File: src/rtl/ddr_port_arbiter.sv
// ddr_port_arbiter: two-requester DDR user-port arbiter with read-order tracking.
// Build option: DDR_ARB_FIXED_PRIO_EN gives requester 0 fixed priority.
module ddr_port_arbiter #(
  parameter int DATA_W        = 256,
  parameter int ADDR_W        = 32,
  parameter int RD_FIFO_DEPTH = 16
) (
  input  logic                             i_clk,
  input  logic                             i_rst_n,

  input  logic                             i_s0_wr_req,
  input  logic [ADDR_W-1:0]                i_s0_wr_addr,
  input  logic [DATA_W-1:0]                i_s0_wr_data,
  input  logic [DATA_W/8-1:0]              i_s0_wr_be,
  output logic                             o_s0_wr_ack,
  input  logic                             i_s0_rd_req,
  input  logic [ADDR_W-1:0]                i_s0_rd_addr,
  output logic                             o_s0_rd_ack,
  output logic [DATA_W-1:0]                o_s0_rd_data,
  output logic                             o_s0_rd_data_valid,

  input  logic                             i_s1_wr_req,
  input  logic [ADDR_W-1:0]                i_s1_wr_addr,
  input  logic [DATA_W-1:0]                i_s1_wr_data,
  input  logic [DATA_W/8-1:0]              i_s1_wr_be,
  output logic                             o_s1_wr_ack,
  input  logic                             i_s1_rd_req,
  input  logic [ADDR_W-1:0]                i_s1_rd_addr,
  output logic                             o_s1_rd_ack,
  output logic [DATA_W-1:0]                o_s1_rd_data,
  output logic                             o_s1_rd_data_valid,

  output logic                             o_ddr_wr_req,
  output logic [ADDR_W-1:0]                o_ddr_wr_addr,
  output logic [DATA_W-1:0]                o_ddr_wr_data,
  output logic [DATA_W/8-1:0]              o_ddr_wr_be,
  input  logic                             i_ddr_wr_ack,
  output logic                             o_ddr_rd_req,
  output logic [ADDR_W-1:0]                o_ddr_rd_addr,
  input  logic                             i_ddr_rd_ack,
  input  logic [DATA_W-1:0]                i_ddr_rd_data,
  input  logic                             i_ddr_rd_data_valid,

  output logic                             o_busy,
  output logic [$clog2(RD_FIFO_DEPTH):0]   o_rd_outstanding,
  output logic                             o_err_underflow
);

  localparam int BE_W = DATA_W / 8;
  localparam int PW   = $clog2(RD_FIFO_DEPTH);
  localparam logic [PW:0] FULL_CNT = (PW+1)'(RD_FIFO_DEPTH);

  localparam logic [1:0] IDLE = 2'd0;
  localparam logic [1:0] WR   = 2'd1;
  localparam logic [1:0] RD   = 2'd2;

  logic [1:0]               state;
  logic                     gnt_id;
  logic [RD_FIFO_DEPTH-1:0] ord_q;
  logic [PW-1:0]            wr_ptr;
  logic [PW-1:0]            rd_ptr;
  logic [PW:0]              count;

  logic fifo_full;
  logic fifo_empty;
  logic push;
  logic pop;
  logic head_id;
  logic elig0;
  logic elig1;
  logic win;
  logic win_wr;
  logic grant;

  logic [ADDR_W-1:0] sel_wr_addr;
  logic [DATA_W-1:0] sel_wr_data;
  logic [BE_W-1:0]   sel_wr_be;
  logic [ADDR_W-1:0] sel_rd_addr;

  assign fifo_full  = (count == FULL_CNT);
  assign fifo_empty = (count == '0);
  assign head_id    = ord_q[rd_ptr];

  assign elig0 = i_s0_wr_req | (i_s0_rd_req & ~fifo_full);
  assign elig1 = i_s1_wr_req | (i_s1_rd_req & ~fifo_full);
  assign grant = (state == IDLE) & (elig0 | elig1);

`ifdef DDR_ARB_FIXED_PRIO_EN
  assign win = ~elig0;
`else
  logic last_id;

  // Remember who was granted last so the other side wins the next tie.
  always_ff @(posedge i_clk or negedge i_rst_n) begin
    if (!i_rst_n) begin
      last_id <= 1'b1;
    end else if (grant) begin
      last_id <= win;
    end
  end

  assign win = (elig0 & elig1) ? ~last_id : elig1;
`endif

  assign win_wr      = win ? i_s1_wr_req  : i_s0_wr_req;
  assign sel_wr_addr = win ? i_s1_wr_addr : i_s0_wr_addr;
  assign sel_wr_data = win ? i_s1_wr_data : i_s0_wr_data;
  assign sel_wr_be   = win ? i_s1_wr_be   : i_s0_wr_be;
  assign sel_rd_addr = win ? i_s1_rd_addr : i_s0_rd_addr;

  assign push = (state == RD) & i_ddr_rd_ack;
  assign pop  = i_ddr_rd_data_valid & ~fifo_empty;

  // Transaction FSM: grant, hold the DDR request until acked, back to idle.
  always_ff @(posedge i_clk or negedge i_rst_n) begin
    if (!i_rst_n) begin
      state         <= IDLE;
      gnt_id        <= 1'b0;
      o_ddr_wr_req  <= 1'b0;
      o_ddr_rd_req  <= 1'b0;
      o_ddr_wr_addr <= '0;
      o_ddr_wr_data <= '0;
      o_ddr_wr_be   <= '0;
      o_ddr_rd_addr <= '0;
    end else begin
      unique case (state)
        IDLE: begin
          if (grant) begin
            gnt_id <= win;
            if (win_wr) begin
              state         <= WR;
              o_ddr_wr_req  <= 1'b1;
              o_ddr_wr_addr <= sel_wr_addr;
              o_ddr_wr_data <= sel_wr_data;
              o_ddr_wr_be   <= sel_wr_be;
            end else begin
              state         <= RD;
              o_ddr_rd_req  <= 1'b1;
              o_ddr_rd_addr <= sel_rd_addr;
            end
          end
        end
        WR: begin
          if (i_ddr_wr_ack) begin
            state        <= IDLE;
            o_ddr_wr_req <= 1'b0;
          end
        end
        RD: begin
          if (i_ddr_rd_ack) begin
            state        <= IDLE;
            o_ddr_rd_req <= 1'b0;
          end
        end
        default: begin
          state        <= IDLE;
          o_ddr_wr_req <= 1'b0;
          o_ddr_rd_req <= 1'b0;
        end
      endcase
    end
  end

  // Read-order FIFO of requester IDs, one entry per accepted read.
  always_ff @(posedge i_clk or negedge i_rst_n) begin
    if (!i_rst_n) begin
      ord_q  <= '0;
      wr_ptr <= '0;
      rd_ptr <= '0;
      count  <= '0;
    end else begin
      if (push) begin
        ord_q[wr_ptr] <= gnt_id;
        wr_ptr        <= wr_ptr + 1'b1;
      end
      if (pop) begin
        rd_ptr <= rd_ptr + 1'b1;
      end
      unique case ({push, pop})
        2'b10:   count <= count + 1'b1;
        2'b01:   count <= count - 1'b1;
        default: count <= count;
      endcase
    end
  end

  // Sticky flag for read data arriving with nothing outstanding.
  always_ff @(posedge i_clk or negedge i_rst_n) begin
    if (!i_rst_n) begin
      o_err_underflow <= 1'b0;
    end else if (i_ddr_rd_data_valid & fifo_empty) begin
      o_err_underflow <= 1'b1;
    end
  end

  assign o_s0_wr_ack = (state == WR) & i_ddr_wr_ack & ~gnt_id;
  assign o_s1_wr_ack = (state == WR) & i_ddr_wr_ack &  gnt_id;
  assign o_s0_rd_ack = (state == RD) & i_ddr_rd_ack & ~gnt_id;
  assign o_s1_rd_ack = (state == RD) & i_ddr_rd_ack &  gnt_id;

  assign o_s0_rd_data       = i_ddr_rd_data;
  assign o_s1_rd_data       = i_ddr_rd_data;
  assign o_s0_rd_data_valid = pop & ~head_id;
  assign o_s1_rd_data_valid = pop &  head_id;

  assign o_busy           = (state != IDLE);
  assign o_rd_outstanding = count;

endmodule
File: config.mk
export PLATFORM = sky130hd
export DESIGN_NAME = ddr_port_arbiter
export DESIGN_NICKNAME = d
export VERILOG_FILES = /design/src/rtl/ddr_port_arbiter.sv
export SDC_FILE = /design/constraint.sdc
export NUM_CORES = 1
export LEC_CHECK = 0
export CAP_MARGIN = 25
export CORE_AREA = 3 3 715 717
export CTS_CLUSTER_DIAMETER = 150
export DETAILED_ROUTE_END_ITERATION = 8
export DIE_AREA = 0 0 718 720
export SLEW_MARGIN = 10
export SYNTH_ARGS = -nofsm -noshare
export SYNTH_HDL_FRONTEND = slang
export SYNTH_SLANG_ARGS = --single-unit
File: constraint.sdc
create_clock -name i_clk -period 3 [get_ports i_clk]
set_input_delay 0.45 -clock i_clk [delete_from_list [all_inputs] [get_ports i_clk]]
set_output_delay 0.45 -clock i_clk [all_outputs]
set_load 0.05 [all_outputs]
==> results.py <==
metrics = {
    "outcome": {
        "status": "finished, violations left",
        "violations": "negative setup slack",
    },
    "clock_network": {
        "cts_root_buffer": "clkbuf_16",
        "clk_pin_slew_worst_paths_ps": 70,
        "htree_num_levels": 2,
        "cts_tree": "built",
        "clock_latency_ps": 750,
        "cts_sinks": 388,
        "cts_buffers": 56,
        "clock_path_buffers": 3,
    },
    "logic_synthesis": {
        "ys_seq_elements": 388,
        "syn-num-nets": 3716,
        "synth_seq_area_share": 0.411,
        "netlist_area_um2": 23600,
        "synth.top_cell.area_share": 0.410,
        "synth_edf_count": 0,
        "synth_cells": 2738,
        "yosys_warnings": 0,
        "synth.distinct_cells": 44,
        "avgSynthCellArea_um2": 8.63,
        "synthArstFlopShare": 1.00,
        "synth_top_area_cell": "dfrtp_1",
        "synthTopCellsByArea": "dfrtp_1 (41%), buf_4 (16%), a31oi_1 (9.3%)",
        "synth-main-ff-cell": "dfrtp_1",
    },
    "cells_and_area": {
        "final_common_cell": "clkdlybuf4s50_1",
        "syn2layout_area_growth_pct": 72.3,
        "layout_common_cells": "clkdlybuf4s50_1 (904), dfrtp_1 (385), a21oi_1 (356), nand3_1 (352), a31oi_1 (352)",
        "fin_nets": 4190,
        "fill_cells": 58900,
        "instances_no_fill": 10000,
        "drive_gt1_frac": 0.135,
    },
    "floorplanning": {
        "pin_count": 1848,
        "die_width_um": 718,
        "die-area_um2": 517000,
        "fp.dieH_um": 720,
        "fp.coreArea_um2": 505000,
        "num_rows": 261,
        "initial_core_util": 0.0468,
    },
    "global_routing": {
        "grt_max_degree": 103,
        "grt_pass1_vias": 24600,
        "antenna_found_initial": 145,
        "grt_util_all_layers": 0.135,
        "grt_pass1_wl_um": 424000,
        "grt-ovfl-total": 0,
    },
    "sta": {
        "tightest_slew_ps": 1180,
        "fin_ws_ps": -109,
        "rsz0062_at_grt": "yes",
        "hold_viol": 0,
        "drv_slew": 0,
        "relSlewSlack": 0.221,
        "finalClockSkew_ps": 60.2,
        "finalCriticalPeriod_ps": 3110,
        "fmax_mhz": 322,
        "fin_crit_sh": 1.04,
        "setup_viol_count_final": 2,
    },
    "setup_path": {
        "path_class": "flip-flop to primary output",
        "crit_required_ps": 2550,
        "start_kind": "flip-flop",
        "crit_arrival_ps": 2660,
        "cp-end-kind": "primary output",
        "cp_max_fo": 6,
    },
    "place": {
        "hpwl_um": 329000,
        "dp_cells": 9856,
        "port_buffers": 1079,
        "gp_congestion": 0.916,
    },
    "drt": {
        "drtIter0Drc": 3067,
        "drc": 0,
        "ant_nets": 0,
        "vias": 26500,
        "viasPerCell": 2.65,
        "wire_per_inst_um": 36.6,
        "drt_first_pass_iters": 6,
        "wl_um": 366000,
    },
    "pwr": {
        "p_leak_nw": 13.1,
        "ir_worst_vdd_uv": 568,
        "finalPower_mw": 50.0,
        "p_per_area_nw_per_um2": 1230,
    },
    "run": {
        "maxCapViolations": 0,
    },
    "hold_path": {
        "worstHoldPathType": "primary input to flip-flop",
    },
}
logic make-up (layout without fill, tap and decap cells):
kind of cell | Yosys count | count (layout) | synth area share
other | 0 | 57 | 0
AND/OR/NAND/NOR | 421 | 421 | 0.0902
adder cells (fa/ha/maj) | 9 | 9 | 0.00477
multiplexers | 22 | 22 | 0.0129
flip-flops | 388 | 388 | 0.411
AO/OA/AOI/OAI | 1084 | 1084 | 0.251
XOR/XNOR | 11 | 11 | 0.00408
buffers and inverters | 803 | 1320 | 0.226
path summary, 6_finish.rpt:
check,end,slack [ps],start,cells past startpoint
min in group asynchronous,o_ddr_wr_data[196],390,i_rst_n,2
setup reg to reg,o_rd_outstanding[4],230,o_rd_outstanding[1],9
setup / recovery,o_s1_rd_data_valid,-110,rd_ptr[0],4
hold / removal,o_ddr_wr_data[157],260,i_s1_wr_data[157],3
max in group asynchronous,o_ddr_wr_data[253],1550,i_rst_n,3
hold reg to reg,o_err_underflow,470,o_err_underflow,1
layer usage:
metal / global-route usage / vias to the layer above / part of all wire
li1: - / 10400 / -
met1: 0.114 / 12600 / 0.29
met2: 0.213 / 2701 / 0.45
met3: 0.130 / 647 / 0.21
met4: 0.0570 / 122 / 0.051
met5: 0.0265 / - / 0.0065
report_power, final:
group	internal (mW)	switching, mW
Clock	4.13	3.13
Combinational	8.08	24.8
Sequential	7.94	1.96
Total	20.2	29.9
per-stage QoR:
| step | TNS (ps) | util | worst slack, ps | area (um^2) | hold WS [ps] |
|---|---|---|---|---|---|
| 2_1_floorplan | 0 | - | 18.0 | 23600 | 154 |
| 3_3_place_gp | -65.7 | 0.0764 | -65.7 | 38600 | 448 |
| 3_5_place_dp | -88.8 | 0.0764 | -88.8 | 38600 | 459 |
| 4_1_cts | -532 | 0.0803 | -270 | 40600 | 123 |
| 5_1_grt | -478 | 0.0804 | -260 | 40600 | 183 |
| 6_report | -194 | 0.0806 | -109 | 40700 | 256 |
sequential cells by signal, indices dropped and copies added, names as in the netlist:
register          count
o_rd_outstanding      5
o_ddr_wr_addr        32
rd_ptr                4
wr_ptr                4
last_id               1
o_ddr_wr_req          1
ord_q                16
gnt_id                1
state                 2
o_ddr_wr_be          32
o_ddr_rd_addr        32
o_ddr_wr_data       256
o_ddr_rd_req          1
o_err_underflow       1
synthesized netlist by cell type (2+ instances only):
library cell,instances
a21o_1,3
a21oi_1,357
a22o_1,3
a31oi_1,353
and2_1,6
and3b_1,2
buf_1,9
buf_2,41
buf_4,517
buf_6,46
clkbuf_1,182
dfrtp_1,387
ha_1,9
inv_1,8
mux2_2,17
mux4_2,5
nand2_1,13
nand2b_1,5
nand3_1,352
nand4_1,2
nor2_1,26
nor2b_1,2
nor3_1,4
nor3b_1,2
o21ai_0,243
o21ai_1,116
or3b_2,2
xnor2_1,9
xor2_1,2
worst max-delay path, stage by stage, from the launching register on:
cell	delay [ps]
dfrtp_2	480
mux4_2	550
mux4_2	540
and2_4	180
buf_12	160
cell type report:
type	instances	area, um^2	share of cell area
well taps	6706	8390	0.206
flip-flops and latches	388	9710	0.239
clock buffers	75	1570	0.0386
inverters	8	30.0	0.000737
diodes	57	143	0.00350
multi-input cells	1547	8670	0.213
clock inverters	26	352	0.00863
repair buffers	1211	11800	0.291
what timing repair did:
action                     4_1_cts  5_1_grt
hold buffers                     1        0
gates resized for setup          3        1
pin swaps                        1        1
hold endpoints to repair        35        0
buffers inserted                 1        2
setup endpoints to repair        2        3
Power figures use the tool's default switching activity.
==> patch 1: new RTL, same settings <==
Put one more register stage on the output `o_err_underflow`, with the module's reset. The value now appears one clock later. The other outputs are not delayed to match.
--- a/src/rtl/ddr_port_arbiter.sv
+++ b/src/rtl/ddr_port_arbiter.sv
@@ -55,2 +55,4 @@
   localparam logic [1:0] RD   = 2'd2;
+
+  logic o_err_underflow_s0;
 
@@ -189,5 +191,5 @@
     if (!i_rst_n) begin
-      o_err_underflow <= 1'b0;
+      o_err_underflow_s0 <= 1'b0;
     end else if (i_ddr_rd_data_valid & fifo_empty) begin
-      o_err_underflow <= 1'b1;
+      o_err_underflow_s0 <= 1'b1;
     end
@@ -208,2 +210,10 @@
 
+  always_ff @(posedge i_clk or negedge i_rst_n) begin
+    if (!i_rst_n) begin
+      o_err_underflow <= '0;
+    end else begin
+      o_err_underflow <= o_err_underflow_s0;
+    end
+  end
+
 endmodule
Check against the original RTL: not settled (the Yosys comparison gave no result); the edit may change what the design does.
==> patch 1 against the original RTL <==
- the run still ends with negative setup slack left
- synthesized cell count about the same
- wire length grew 0.11%
- global-route usage about the same
- area after synthesis rose by 0.11%
- sequential share of layout area fell by 0.059 points
- first-iteration DRC count increased by 0.36%
- final area up 0.51%
- total power grew 1.5%
- worst setup slack improved by 0.031 ns
- sequential cell count up 1
- non-clock buffer count increased by 18
- die area unchanged
- critical path type unchanged
==> patch 1: results (changes against the original RTL) <==
* Detailed Route Iter0 Violations at 3078 (+0.36%)
* Placer Congestion at 0.937 (+2.3%)
* Synth Warn # at 0 (unchanged)
* Setup TNS at -0.135 ns (+0.0596 ns)
* GRT met2 Usage at 21.1% (-0.21 points)
* Final hold vios at 0 (unchanged)
* Pre-CTS WS at 0.0900 ns (+0.179 ns)
* Layout Cells excl Fill at 10.0k (+0.010%)
* Final worst slack at -0.0779 ns (+0.0309 ns)
* Number of global-route vias before repair at 24.5k (-0.54%)
* Failing checks: negative setup slack
* Status: finished with violations
* Nets at 4208 (+0.43%)
* Post-Route WL at 367 mm (+0.11%)
* Most flops, register: o_ddr_wr_data
* Initial antenna violation count at 140 (-3.4%)
* DPL Wire Length at 331 mm (+0.51%)
* Fillers at 58.8k (-0.15%)
* Count of final setup violators at 2 (unchanged)
* Leak Pwr at 13.2 nW (+1.0%)
* Layout cell share with drive strength beyond 1 at 14.2% (+0.78 points)
* Avg Cell Area, Syn at 8.64 µm² (about the same)
* Ranking of synthesized cells by area: dfrtp_1 (41%), buf_4 (16%), a31oi_1 (9.3%)
* Reg clk slew, reported paths at 0.06 ns
* Syn nets at 3717 (+0.027%)
* Critical Path Fanout Max at 5 (-1)
* First-pass DRT Iterations at 8 (+2)
* Largest net degree at the start of global routing at 98 (-4.9%)
* Critical Path AT at 2.63 ns (-0.03 ns)
* Register area share after synthesis at 41.2% (+0.062 points)
* CTS Root Cell: clkbuf_16
* Ys async rst share at 100% (unchanged)
* First-pass GRT wire length at 424 mm (about the same)
* Post-DR vias/cell at 2.67 (+0.79%)
* Placed Area at 38900 µm² (+0.64%)
* Rel. slew slack at 28.9% (+6.8 points)
* Peak VDD IR at 441 µV (-22%)
* Met1 Use GR at 11.6% (+0.19 points)
* Min-delay worst type: primary input to async pin
* # H-tree levels at 2 (unchanged)
* Number of buffers created by CTS at 55 (-1.8%)
* Post-synth top cells: buf_4 (517), dfrtp_1 (388), a21oi_1 (357)
* Clk_skew at 0.0751 ns (+0.0149 ns)
* CP max stage delay at 0.54 ns
* GR Util met3 at 12.8% (-0.24 points)
* CP max-delay cell: mux4_2
* Placed cells at 9876 (+0.20%)
* GRT Total Usage at 13.5% (about the same)
-- patch 1: stage by stage --
step | total power (W) | utilization, %
3_3_place_gp | 0.0444 | 7.69
2_1_floorplan | 0.0276 | -
4_1_cts | 0.0521 | 8.07
5_1_grt | 0.0531 | 8.09
3_5_place_dp | 0.0445 | 7.69
6_report | 0.0508 | 8.10
-- patch 1: kinds of logic (layout without fill, tap and decap cells) --
logic type               after synthesis  count (layout)  synth area share (%)
AO/OA/AOI/OAI                       1084            1084                  25.0
buffers and inverters                803            1337                  22.6
AND/OR/NAND/NOR                      421             421                  9.01
flip-flops                           389             389                  41.2
multiplexers                          22              22                  1.29
XOR/XNOR                              11              11                 0.407
adder cells (fa/ha/maj)                9               9                 0.476
other                                  0              40                     0
-- patch 1: final timing paths --
| check | to | slack (ns) | start | cells after the start |
|---|---|---|---|---|
| min in group i_clk | o_ddr_wr_data[218] | 0.29 | i_s1_wr_data[218] | 3 |
| max in group asynchronous | o_ddr_wr_addr[6] | 1.71 | i_rst_n | 3 |
| min | o_ddr_wr_data[217] | 0.24 | i_rst_n | 2 |
| max | o_s1_rd_data_valid | -0.08 | rd_ptr[0] | 4 |
| min reg2reg | o_err_underflow | 0.39 | o_err_underflow_s0 | 0 |
| max reg2reg | o_rd_outstanding[4] | 0.21 | o_rd_outstanding[1] | 9 |
-- patch 1: what timing repair did --
item                                   4_1_cts  5_1_grt
hold buffers                                 1        0
setup buffers                                1        0
pin swaps                                    1        0
gates resized for setup                      5        1
setup endpoints to repair                    3        3
endpoints found under the hold margin       29        0
-- patch 1: worst register-to-register path, delay by kind of cell, from the launching register on --
kind	cells	cell delay, ns
fa+ha+maj	2	0.60
buf+inv	1	0.17
xor+xnor	1	0.14
compound gates	3	0.65
simple gates	2	0.68
flops	1	0.40
-- patch 1: power by group --
part           switching (W)  leakage, nW  internal, W  total (W)
Clock                0.00306        0.928      0.00418    0.00724
Sequential           0.00209         4.39      0.00795     0.0100
Combinational         0.0252         7.87      0.00834     0.0335
Total                 0.0303         13.2       0.0205     0.0508
-- patch 1: metal layers --
layer  part of all wire (%)  vias to the layer above  routed length [µm]
met5                   0.78                        -                2850
met4                    5.4                      118               20000
met3                     21                      594               76000
met2                     44                     2766              163000
met1                     29                    12800              105000
li1                       -                    10500                   -
-- patch 1: layout make-up --
cell class / count / share of cell area [%]
repair buffers: 1229 / 29.5
multi-input cells: 1547 / 21.2
inverters: 8 / 0.0734
clock buffers: 73 / 3.70
clock inverters: 27 / 0.969
well taps: 6706 / 20.5
flip-flops and latches: 389 / 23.8
diodes: 40 / 0.245
==> patch 2: new RTL, config.mk and constraints unchanged <==
Without the edit above. The option `DDR_ARB_FIXED_PRIO_EN` is turned on by a define.
--- a/src/rtl/ddr_port_arbiter.sv
+++ b/src/rtl/ddr_port_arbiter.sv
@@ -2,2 +2,4 @@
 // Build option: DDR_ARB_FIXED_PRIO_EN gives requester 0 fixed priority.
+`define DDR_ARB_FIXED_PRIO_EN
+
 module ddr_port_arbiter #(
Function: not settled (the Yosys comparison gave no result); the edit may change what the design does.
==> patch 2 against the original RTL <==
- worst setup slack improved by 0.29 ns
- clock power down 3.2%
- area after synthesis up 7.6%
- largest power group unchanged
- final area up 3.4%
- wire length rose by 2.1%
- critical path depth up 2
- sequential share of layout area shrank 0.84 points
- sequential power shrank 4.0%
- sequential cell count decreased by 1
- count of clock-buffer cells in the layout down 10
- critical endpoint unchanged
- total power decreased by 8.4%
==> patch 2: results (changes against the original RTL) <==
* Status: finished clean
* Clock buf/inv share at 4.50% (-0.23 points)
* First-pass GRT wire length at 424 mm (about the same)
* Critical Path Fanout Max at 5 (-1)
* Met1 Wirelength at 93.2 mm (-11%)
* Count of multi-input gates at 1188 (-23%)
* Post-Route WL at 374 mm (+2.1%)
* Pre-CTS WS at 0.0710 ns (+0.160 ns)
* Register area share after synthesis at 38.1% (-3.0 points)
* Leak Pwr at 14.2 nW (+8.5%)
* GR Util met3 at 10.7% (-2.3 points)
* Antenna Cells at 28 (-51%)
* Met2 Wirelength at 199 mm (+21%)
* Netlist cell types at 42 (-4.5%)
* Fraction of area in multi-input gates at 25.5% (+4.2 points)
* Avg Cell Area, Syn at 11.1 µm² (+28%)
* Placed Area at 40100 µm² (+3.9%)
* Post-CTS setup buffer count at 2 (+1)
* Number of buffers created by CTS at 51 (-8.9%)
* Met3 WL at 64.1 mm (-16%)
* Post-synth top cells: buf_4 (520), dfrtp_1 (387), mux2_2 (369)
* Number of global-route vias before repair at 21.5k (-13%)
* Placed cells at 9470 (-3.9%)
* Initial antenna violation count at 193 (+33%)
* Wire per inst at 39.0 µm (+6.6%)
* Ranking of synthesized cells by area: dfrtp_1 (38%), mux2_2 (16%), buf_4 (15%)
* Hold Slack at 0.248 ns (-0.00868 ns)
* Min-delay worst type: primary input to async pin
* CLK BUF at 65 (-13%)
* Largest net degree at the start of global routing at 104 (+0.97%)
* Placer Congestion at 0.832 (-9.1%)
* Peak VDD IR at 536 µV (-5.7%)
* Fraction of area in registers at 23.0% (-0.84 points)
* First-pass DRT Iterations at 8 (+2)
* Syn nets at 3278 (-12%)
* Post-route minimum period at 2.82 ns (-0.286 ns)
* Buffer share of cell area at 26.8% (-2.3 points)
* Actual slew at the worst max-slew pin at 0.962 ns (-0.215 ns)
* Crit path launch: o_rd_outstanding[1]
* Met1 Use GR at 10.3% (-1.1 points)
* GRT met2 Usage at 26.5% (+5.2 points)
* Clk_skew at 0.0337 ns (-0.0265 ns)
* Reg area at 9690 µm² (-0.24%)
-- patch 2: cell count changes after synthesis, sizes merged, moves of 16 or more --
| cell | delta |
|---|---|
| o21ai | -352 |
| clkbuf | -95 |
| a31oi | -351 |
| a21oi | -353 |
| nand3 | -351 |
| buf | +16 |
| mux2 | +352 |
| a32o | +352 |
| and2 | +348 |
-- patch 2: where the power goes --
group / switching (W) / internal [W]
Combinational: 0.0213 / 0.00801
Sequential: 0.00164 / 0.00786
Clock: 0.00279 / 0.00424
Total: 0.0258 / 0.0201
-- patch 2: logic make-up (layout without fill, tap and decap cells) --
kind of cell    count (synthesis)  after routing  share of synthesized area [%]
other cells                     0             28                              0
mux                           376            376                           16.8
xor+xnor                       11             11                          0.379
simple gates                  417            417                           9.93
fa+ha+maj                       9              9                          0.443
compound gates                375            375                           14.4
buf+inv                       725           1285                           19.9
flops                         387            387                           38.1
